**src/rtl/spi_pkg.sv**
```systemverilog
// Shared SPI constants: FSM encoding, default half-period and mode bits.
// Used by both the SPI master and the SPI slave.
package spi_pkg;

    localparam logic [2:0] ST_IDLE   = 3'd0;
    localparam logic [2:0] ST_SETUP  = 3'd1;
    localparam logic [2:0] ST_SCK_HI = 3'd2;
    localparam logic [2:0] ST_SCK_LO = 3'd3;
    localparam logic [2:0] ST_GAP    = 3'd4;

    localparam int unsigned CLK_DIV_DEFAULT = 4;
    localparam int unsigned DIV_CNT_W       = 8;

    localparam logic SPI_CPOL = 1'b0;
    localparam logic SPI_CPHA = 1'b0;

endpackage

```
**src/rtl/spi_clk_div.sv**
```systemverilog
// Half-period timer: reload on load_i, count down, tick_o when the
// current phase has lasted DIV cycles.
module spi_clk_div #(
    parameter int unsigned DIV = 4,
    parameter int unsigned W   = 8
) (
    input  logic clk,
    input  logic rst_n,
    input  logic load_i,
    output logic tick_o
);

    logic [W-1:0] cnt_q;
    logic [W-1:0] cnt_d;

    always_comb begin
        cnt_d = cnt_q;
        if (load_i) begin
            cnt_d = W'(DIV - 1);
        end else if (cnt_q != '0) begin
            cnt_d = cnt_q - W'(1);
        end
    end

    always_ff @(posedge clk or negedge rst_n) begin
        if (!rst_n) begin
            cnt_q <= '0;
        end else begin
            cnt_q <= cnt_d;
        end
    end

    assign tick_o = (cnt_q == '0);

endmodule

```
**src/rtl/spi_master_ctrl.sv**
```systemverilog
// SPI mode-0 master, MSB first, with optional chip-select hold for bursts.
// All outputs come straight from registers.
module spi_master_ctrl
    import spi_pkg::*;
#(
    parameter int unsigned CLK_DIV = CLK_DIV_DEFAULT,
    parameter int unsigned DATA_W  = 8
) (
    input  logic              clk,
    input  logic              rst_n,
    input  logic              start,
    input  logic [DATA_W-1:0] tx_data,
    input  logic              keep_ss,
    output logic              busy,
    output logic              done,
    output logic [DATA_W-1:0] rx_data,
    output logic              spi_ss,
    output logic              spi_sck,
    output logic              spi_mosi,
    input  logic              spi_miso
);

    localparam int unsigned BW = $clog2(DATA_W + 1);

    logic [2:0]        state_q;
    logic [2:0]        state_d;
    logic [DATA_W-1:0] tx_sh_q;
    logic [DATA_W-1:0] rx_sh_q;
    logic [DATA_W-1:0] rx_q;
    logic [BW-1:0]     bit_cnt_q;
    logic              keep_q;
    logic              ss_q;
    logic              sck_q;
    logic              mosi_q;
    logic              done_q;

    logic tick;
    logic load;
    logic last_bit;
    logic accept;
    logic enter_hi;
    logic enter_lo;
    logic enter_gap;
    logic enter_idle;

    // bit_cnt_q advances on each SCK_LO entry, so it reads DATA_W in the last one
    assign last_bit = (bit_cnt_q == BW'(DATA_W));

    always_comb begin
        state_d = state_q;
        unique case (state_q)
            ST_IDLE:   if (start) state_d = ST_SETUP;
            ST_SETUP:  if (tick)  state_d = ST_SCK_HI;
            ST_SCK_HI: if (tick)  state_d = ST_SCK_LO;
            ST_SCK_LO: begin
                if (tick) begin
                    if (!last_bit)   state_d = ST_SCK_HI;
                    else if (keep_q) state_d = ST_IDLE;
                    else             state_d = ST_GAP;
                end
            end
            ST_GAP:    if (tick)  state_d = ST_IDLE;
            default:              state_d = ST_IDLE;
        endcase
    end

    assign load       = (state_d != state_q);
    assign accept     = (state_q == ST_IDLE) && start;
    assign enter_hi   = load && (state_d == ST_SCK_HI);
    assign enter_lo   = load && (state_d == ST_SCK_LO);
    assign enter_gap  = load && (state_d == ST_GAP);
    assign enter_idle = load && (state_d == ST_IDLE);

    spi_clk_div #(
        .DIV (CLK_DIV),
        .W   (DIV_CNT_W)
    ) u_clk_div (
        .clk    (clk),
        .rst_n  (rst_n),
        .load_i (load),
        .tick_o (tick)
    );

    always_ff @(posedge clk or negedge rst_n) begin
        if (!rst_n) begin
            state_q   <= ST_IDLE;
            tx_sh_q   <= '0;
            rx_sh_q   <= '0;
            rx_q      <= '0;
            bit_cnt_q <= '0;
            keep_q    <= 1'b0;
            ss_q      <= 1'b1;
            sck_q     <= 1'b0;
            mosi_q    <= 1'b0;
            done_q    <= 1'b0;
        end else begin
            state_q <= state_d;
            done_q  <= 1'b0;
            if (accept) begin
                tx_sh_q   <= tx_data;
                keep_q    <= keep_ss;
                ss_q      <= 1'b0;
                mosi_q    <= tx_data[DATA_W-1];
                bit_cnt_q <= '0;
            end
            if (enter_hi) begin
                sck_q   <= 1'b1;
                rx_sh_q <= {rx_sh_q[DATA_W-2:0], spi_miso};
            end
            if (enter_lo) begin
                sck_q     <= 1'b0;
                tx_sh_q   <= {tx_sh_q[DATA_W-2:0], 1'b0};
                mosi_q    <= tx_sh_q[DATA_W-2];
                bit_cnt_q <= bit_cnt_q + BW'(1);
            end
            if (enter_gap) begin
                ss_q   <= 1'b1;
                mosi_q <= 1'b0;
            end
            if (enter_idle) begin
                done_q <= 1'b1;
                rx_q   <= rx_sh_q;
            end
        end
    end

    assign busy     = (state_q != ST_IDLE);
    assign done     = done_q;
    assign rx_data  = rx_q;
    assign spi_ss   = ss_q;
    assign spi_sck  = sck_q;
    assign spi_mosi = mosi_q;

endmodule

```
**config.mk**
```make
export PLATFORM = sky130hd
export DESIGN_NAME = spi_master_ctrl
export DESIGN_NICKNAME = d
export VERILOG_FILES = /design/src/rtl/spi_pkg.sv /design/src/rtl/spi_clk_div.sv /design/src/rtl/spi_master_ctrl.sv
export SDC_FILE = /design/constraint.sdc
export NUM_CORES = 1
export LEC_CHECK = 0
export ABC_AREA = 1
export CORE_MARGIN = 3
export CORE_UTILIZATION = 60
export CTS_CLUSTER_DIAMETER = 200
export DETAILED_ROUTE_END_ITERATION = 16
export DONT_BUFFER_PORTS = 1
export PLACE_DENSITY = 0.76
export SYNTH_ARGS = -nofsm -noshare
export SYNTH_HDL_FRONTEND = slang
export SYNTH_SLANG_ARGS = --single-unit
```
**constraint.sdc**
```tcl
create_clock -name clk -period 1.85 [get_ports clk]
set_input_delay 0.37 -clock clk [delete_from_list [all_inputs] [get_ports clk]]
set_output_delay 0.37 -clock clk [all_outputs]
set_load 0.02 [all_outputs]
```
### After elaboration in Yosys (flattened, before gate mapping)

Cells that the tools add are included.

* flip-flop bits (word level): 43
* input bits: 13

* add/subtract/negate cells: 2
* equal/unequal tests: 9
* multiplexer cells: 22
* reductions and logical operators: 15

Operators by type and width (number)
* $mux W3: 7
* $mux W8: 2
* $pmux W3 S5: 1
* $mux W7: 2
* $eq A3 B2 Y1 const B: 4
* $logic_not A8 Y1: 1
* $mux W1: 8
* $mux W4: 2
* $reduce_bool A2 Y1: 4
* $reduce_bool A8 Y1: 1
* $sub A8 B1 Y8 const B: 1
* $eq A3 B3 Y1 const B: 2
* $logic_not A3 Y1: 2
* $reduce_bool A3 Y1: 2
* $logic_and A1 B1 Y1: 5
* $add A4 B1 Y4 const B: 1
* $eq A4 B4 Y1 const B: 1
* $eq A3 B1 Y1 const B: 1
* $ne A3 B3 Y1: 1

### Logic depth before layout (Yosys ltp)

Gate-level depths: netlist (run 1).

* depth in word-level cells: 8
* depth in mapped cells: 13
* gate-level depth less buffers: 13

### Cells and area by module

Synthesis (run 1) repeated with hierarchy kept, for this count alone.

* cell total of the unflattened synthesis: 233
* area total of the unflattened synthesis: 2052.0 sq um

By module, submodules not included
* spi_master_ctrl: times used 1, cells an instance 174, area each 1559.0 sq um
* spi_clk_div: times used 1, cells an instance 59, area each 493.0 sq um

### Least setup slack after synthesis (run 1)

Ideal clock, no wire load.

* path kind: register to register
* start: register u_clk_div.cnt_q[0]
* end: register rx_sh_q[0]
* data arrival time: 1.489 ns
* slack: 0.245 ns
* stages on the path, launching flop included: 13
* buffers on the path: 1
* path through: dfrtp_1 > inv_1 > ha_1 > nand2_1 > nor2_4 > buf_6 > nand2_2 > nand2_2 > nand3_4 > inv_6 > nand2_4 > nand2_1 > nand2_1

* longest elaborated chain between the ends: 5
* elaborated cells between the ends (all ways): 9
* classes of those cells: eq/ne: 2; mux: 5; reduce/logical: 2

Ends and longest elaborated chain
* start: declaration: line spi_clk_div.sv:13 `logic [W-1:0] cnt_q;`
* start signal: assignment: line spi_clk_div.sv:29 `cnt_q <= cnt_d;`
* $logic_not A8 Y1 *: line spi_clk_div.sv:33 `assign tick_o = (cnt_q == '0);`
* $mux W3, on equally long branches
* $pmux W3 S5 *: line spi_master_ctrl.sv:51 `unique case (state_q)`
* named net state_d[1]: line spi_master_ctrl.sv:26 `logic [2:0] state_d;`
* $ne A3 B3 Y1 or $eq A3 B2 Y1 (tied branches): line spi_master_ctrl.sv:67, spi_master_ctrl.sv:69
* $logic_and A1 B1 Y1 *: line spi_master_ctrl.sv:69 `assign enter_hi = load && (state_d == ST_SCK_HI);`
* end signal: assignment: line spi_master_ctrl.sv:108 `rx_sh_q <= {rx_sh_q[DATA_W-2:0], spi_miso};`
* end: declaration: line spi_master_ctrl.sv:28 `logic [DATA_W-1:0] rx_sh_q;`

Mark *: on every way through the listed nets, which the timed path passes. The rest lies on a longest branch.
A chain may end at the register's enable or synchronous reset.

### Final worst setup path (run 1)

* start: register u_clk_div.cnt_q[0]
* end: register u_clk_div.cnt_q[7]

* longest elaborated chain between the ends: 5
* elaborated cells between the ends (all ways): 12
* classes of those cells: add/sub: 1; eq/ne: 1; mux: 7; reduce/logical: 3

Ends and longest elaborated chain
* $logic_not A8 Y1: line spi_clk_div.sv:33
* $mux W3, on equally long branches
* $pmux W3 S5: line spi_master_ctrl.sv:51
* $ne A3 B3 Y1: line spi_master_ctrl.sv:67 `assign load = (state_d != state_q);`
* $mux W8 or $reduce_bool A2 Y1 (tied branches)

Parallel ways exist; a longest one is shown, timed or not. The select of a mux whose other input is x is not followed.

==> metrics.txt, run 1 <==
Hold Crit Class in2reg; placed cell count 277; vias post-DR 1591; Yosys reg bits 43; initial DRC count 160; Period Utilization, post-route 93.5%; Initial Util 65.6%; Clock Sinks 43; Seq. cell area 0.00108 mm^2; NumNets Final 265; Worst EP required 2100 ps; register area share after synthesis 51.6%; Slew Viols, Final 0; DRT Pass-1 Iters 4; Die Y 65.0 um; slew margin rel. 80.1%; DRC Markers 0; core area 0.00318 mm^2; Tot Pwr 1.50 mW; TritonCTS buffer count 5; final hold vios 0; H-tree depth 2; power per cell area 649 mW/mm^2; gr usage total 21.5%; die area 0.00422 mm^2; crit path capture type register; worst-case vdd ir drop 0.000573 V; Yosys cell types 32; global-route wire length before repair 6920 um; FMAX 578 MHz; worst slew pin tran 298 ps; vias per cell 5.43; syn nets 250; vias in the first global route 1523; RSZ-0062 raised after global routing yes; dpl hpwl 2850 um; GP Congestion 0.946; Die Width 65.0 um; largest net degree at the start of global routing 44; CTS tree yes; Post-DRT Antenna Nets 0; Std-Cell Rows 20; diode count 0; multi-input logic area 877 um^2; total gr overflow 0; Filler cells 246; Synth Instances 233; Ports 26; WL/cell 13.8 um; Setup crit start kind register; layout overhead on the synthesized area 11.0%; Worst Setup Slack, final 120 ps; layout cell share with drive strength beyond 1 18.9%; hold path cells 2; P_leak 1.18 nW; CP Class reg2reg; Final Skew 8.36 ps; worst skew pair latency 360 ps; clock-pin slew on the worst setup and hold paths 120 ps; status finished clean; initial antenna violation count 0; post-synthesis area per instance 8.95 um^2; Tmin final 1730 ps; pre-CTS setup slack 38.7 ps; Max Cap Viol 0; Mapped Area 0.00209 mm^2; port bufs 0; Max Buffers Root-to-Sink 2; Post-Layout Cell Count 293; worst-path maximum fanout 8; Final setup viols 0; WP data arrival 1980 ps; Synth Warn # 0; CTS root buf clkbuf_4; reg2reg path depth 10; final WL 4050 um
sequential cells by signal, indices dropped and copies added, names as in the netlist:
name / count
u_clk_div.cnt_q: 8
tx_sh_q: 7
keep_q: 1
rx_data: 8
done: 1
spi_mosi: 1
bit_cnt_q: 4
rx_sh_q: 8
state_q: 3
spi_ss: 1
spi_sck: 1
cell type report:
class	instances	share of cell area (%)
timing repair buffer	12	5.08
clock inverter	1	0.324
clock buffer	7	2.81
sequential	43	46.5
tap	44	2.38
inverter	28	4.97
multi-input combinational	158	37.9
critical path, stage by stage (launching register included):
cell and delay (ps):
dfrtp_1 380, inv_2 60, ha_1 180, nand2_1 100, nor2_4 80, buf_4 150, nor2_1 220, nand3_1 140
nor2_1 140, xnor2_1 130, nor2_1 60
worst paths after layout:
kind / start / end / slack [ps]
min in group asynchronous: rst_n / state_q[0] / 460
max: u_clk_div.cnt_q[0] / u_clk_div.cnt_q[7] / 120
max in group asynchronous: rst_n / spi_ss / 1120
max reg2reg: u_clk_div.cnt_q[0] / u_clk_div.cnt_q[7] / 120
min: keep_ss / keep_q / 120
min reg2reg: rx_sh_q[7] / rx_sh_q[7] / 510
per-stage QoR:
step | TNS [ps] | instance area, um^2 | util [%] | hold slack [ps]
floorplan | 0 | 2090 | - | 74.4
global placement | 0 | 2130 | 67.1 | 75.3
detailed placement | 0 | 2130 | 67.1 | 75.4
CTS | 0 | 2230 | 70.3 | 110
global route | -39.8 | 2310 | 72.8 | 101
finish | 0 | 2310 | 72.8 | 119
cells in the final DEF, fill, tap and decap left out, drive strengths merged:
master	n
xor2	4
dlygate4sd3	1
o221ai	4
o22ai	1
buf	11
clkbuf	7
dfstp	1
nand4	10
clkinvlp	1
inv	28
nand2	78
nand3	20
o21bai	1
nor3	3
ha	4
dfrtp	42
o21ai	6
o211ai	2
a21oi	1
xnor2	3
nor2	21
cell families (layout without fill, tap and decap cells):
group,after synthesis,after routing,share of synthesized area [%]
and+or+nand+nor,132,132,30.9
DFF,43,43,51.6
buffers and inverters,32,48,7.14
AOI/OAI and AO/OA,15,15,4.98
xor gates and xnor gates,7,7,2.94
adders and majority gates,4,4,2.40
power by group:
| group | total [mW] | switching (mW) | internal, mW |
|---|---|---|---|
| registers | 0.952 | 0.00545 | 0.946 |
| logic | 0.0293 | 0.0209 | 0.00841 |
| clock network | 0.521 | 0.298 | 0.222 |
repair_timing:
item                                   in CTS  in global routing
setup endpoints to repair                   0                 33
setup buffers                               0                  6
hold buffers                                2                  0
endpoints found under the hold margin      43                  0
gates resized for setup                     0                 10
routing by layer:
layer  GRT usage, %  wire length (um)  up-vias
met5              0                 0        -
met4           6.33                52        0
met3           6.59               230        5
met2           35.1              1970       46
met1           27.6              1800      760
li1               -                 -      780
synthesized netlist by cell type, drive strengths merged:
master | number | share of area, %
a21oi | 1 | 0.24
xor2 | 4 | 1.7
nand3 | 20 | 6.5
inv | 28 | 5.3
nand4 | 10 | 3.3
ha | 4 | 2.4
o21bai | 1 | 0.36
o21ai | 6 | 1.4
buf | 4 | 1.9
dfstp | 1 | 1.3
xnor2 | 3 | 1.3
o221ai | 4 | 1.7
nor2 | 21 | 4.7
o211ai | 2 | 0.96
nand2 | 78 | 16
dfrtp | 42 | 50
o22ai | 1 | 0.30
nor3 | 3 | 0.72
Note: power is estimated with default switching activity, not from simulation.
==> inputs of run 2 (changes only) <==
--- a/config.mk
+++ b/config.mk
@@ -8,10 +8,11 @@
 export ABC_AREA = 1
 export CORE_MARGIN = 3
 export CORE_UTILIZATION = 60
-export CTS_CLUSTER_DIAMETER = 200
+export CTS_CLUSTER_DIAMETER = 30
 export DETAILED_ROUTE_END_ITERATION = 16
 export DONT_BUFFER_PORTS = 1
 export PLACE_DENSITY = 0.76
+export SKIP_CTS_REPAIR_TIMING = 1
 export SYNTH_ARGS = -nofsm -noshare
 export SYNTH_HDL_FRONTEND = slang
 export SYNTH_SLANG_ARGS = --single-unit
==> metrics.txt, run 2 (synthesis results as in run 1) <==
status finished clean; Die Y 65.0 um; Tot Pwr 1.51 mW; layout overhead on the synthesized area 11.0%; hold path cells 2; NumNets Final 264; worst slew pin tran 296 ps; initial DRC count 153; Period Utilization, post-route 94.6%; Worst EP required 2130 ps; TritonCTS buffer count 5; Util after Layout 72.8%; most frequent cells in the layout nand2_1, dfrtp_1, inv_1, nand3_1, nor2_1; Initial Util 65.6%; vias in the first global route 1519; clock-pin slew on the worst setup and hold paths 120 ps; pre-CTS setup slack 38.7 ps; Tmin final 1750 ps; setup tns final 0 ps; global-route wire length before repair 6910 um; Final setup viols 0; Setup crit start kind register; reg2reg end spi_mosi; WL/cell 14.1 um; FMAX 571 MHz; DRT Pass-1 Iters 6; CTS tree yes; worst skew pair latency 360 ps; CP Class reg2reg; reg2reg path depth 11; Worst Setup Slack, final 99.4 ps; largest net degree at the start of global routing 44; vias post-DR 1587; Hold Crit Class in2reg; Ports 26; gr usage total 21.5%; final WL 4130 um; total gr overflow 0; RSZ-0062 raised after global routing yes; Post-DRT Antenna Nets 0; final hold vios 0; Hold Startpoint keep_ss; vias per cell 5.43; power per cell area 653 mW/mm^2; layout cell share with drive strength beyond 1 18.5%; CTS root buf clkbuf_4; reg2reg start u_clk_div.cnt_q[0]; dpl hpwl 2850 um; Max Cap Viol 0; most common cell after layout, fill and taps aside nand2_1; DRC Markers 0; P_leak 1.18 nW; diode count 0; core area 0.00318 mm^2; Max Buffers Root-to-Sink 2; H-tree depth 2; port bufs 0; Std-Cell Rows 20; flop2flop setup slack 100 ps; worst-path maximum fanout 9; Final Skew 5.00 ps; slew margin rel. 80.2%; Die Width 65.0 um; GP Congestion 0.946; die area 0.00422 mm^2; worst-case vdd ir drop 0.000576 V; Slew Viols, Final 0; WP data arrival 2030 ps; Clock Sinks 43; crit path capture type register; CP Launch Point u_clk_div.cnt_q[0]; Hold EP keep_q; initial antenna violation count 0
-- run 2: how the worst max path moves through the flow --
stage | to | slack (ps) | cells past startpoint
3_3_place_gp | rx_data[0] | 110 | 11
6_report | spi_mosi | 100 | 11
2_1_floorplan | rx_sh_q[0] | 240 | 12
5_1_grt | u_clk_div.cnt_q[7] | -40 | 12
3_5_place_dp | u_clk_div.cnt_q[6] | 40 | 13
4_1_cts | u_clk_div.cnt_q[6] | 10 | 13
-- run 2: layer usage --
metal,vias to the layer above,GRT usage (%),part of all wire [%]
li1,777,-,-
met1,759,27.6,45
met2,46,34.7,48
met3,5,6.93,5.5
met4,0,6.33,1.3
met5,-,0,0
-- run 2: cell type report --
type | instances | area (um^2)
clock buffers | 7 | 65.1
clock inverters | 1 | 7.51
fillers | 246 | 863
inverters | 28 | 115
multi-input cells | 158 | 877
flip-flops and latches | 43 | 1080
well taps | 44 | 55.1
repair buffers | 11 | 118
-- run 2: through the flow --
stage	area, um^2	cells	hold slack (ps)
global route	2310	292	102
CTS	2200	285	-327
global placement	2130	277	75.3
floorplan	2090	233	74.4
finish	2310	292	121
detailed placement	2130	277	75.4
-- run 2: report_power, final --
part / internal (mW) / switching [mW] / leakage [nW]
combinational: 0.0101 / 0.0220 / 0.586
sequential: 0.946 / 0.00535 / 0.553
clock: 0.222 / 0.306 / 0.0375
total: 1.18 / 0.333 / 1.18
-- run 2: critical path: stages (launching register included) --
cell     delay (ps)
dfrtp_1         410
inv_2            80
ha_1            140
nand2_1          80
nor2_4          220
inv_2            70
nand2_1         100
nand2_1         100
nand2_2          80
buf_4           160
o21ai_0          80
nor3_1          150
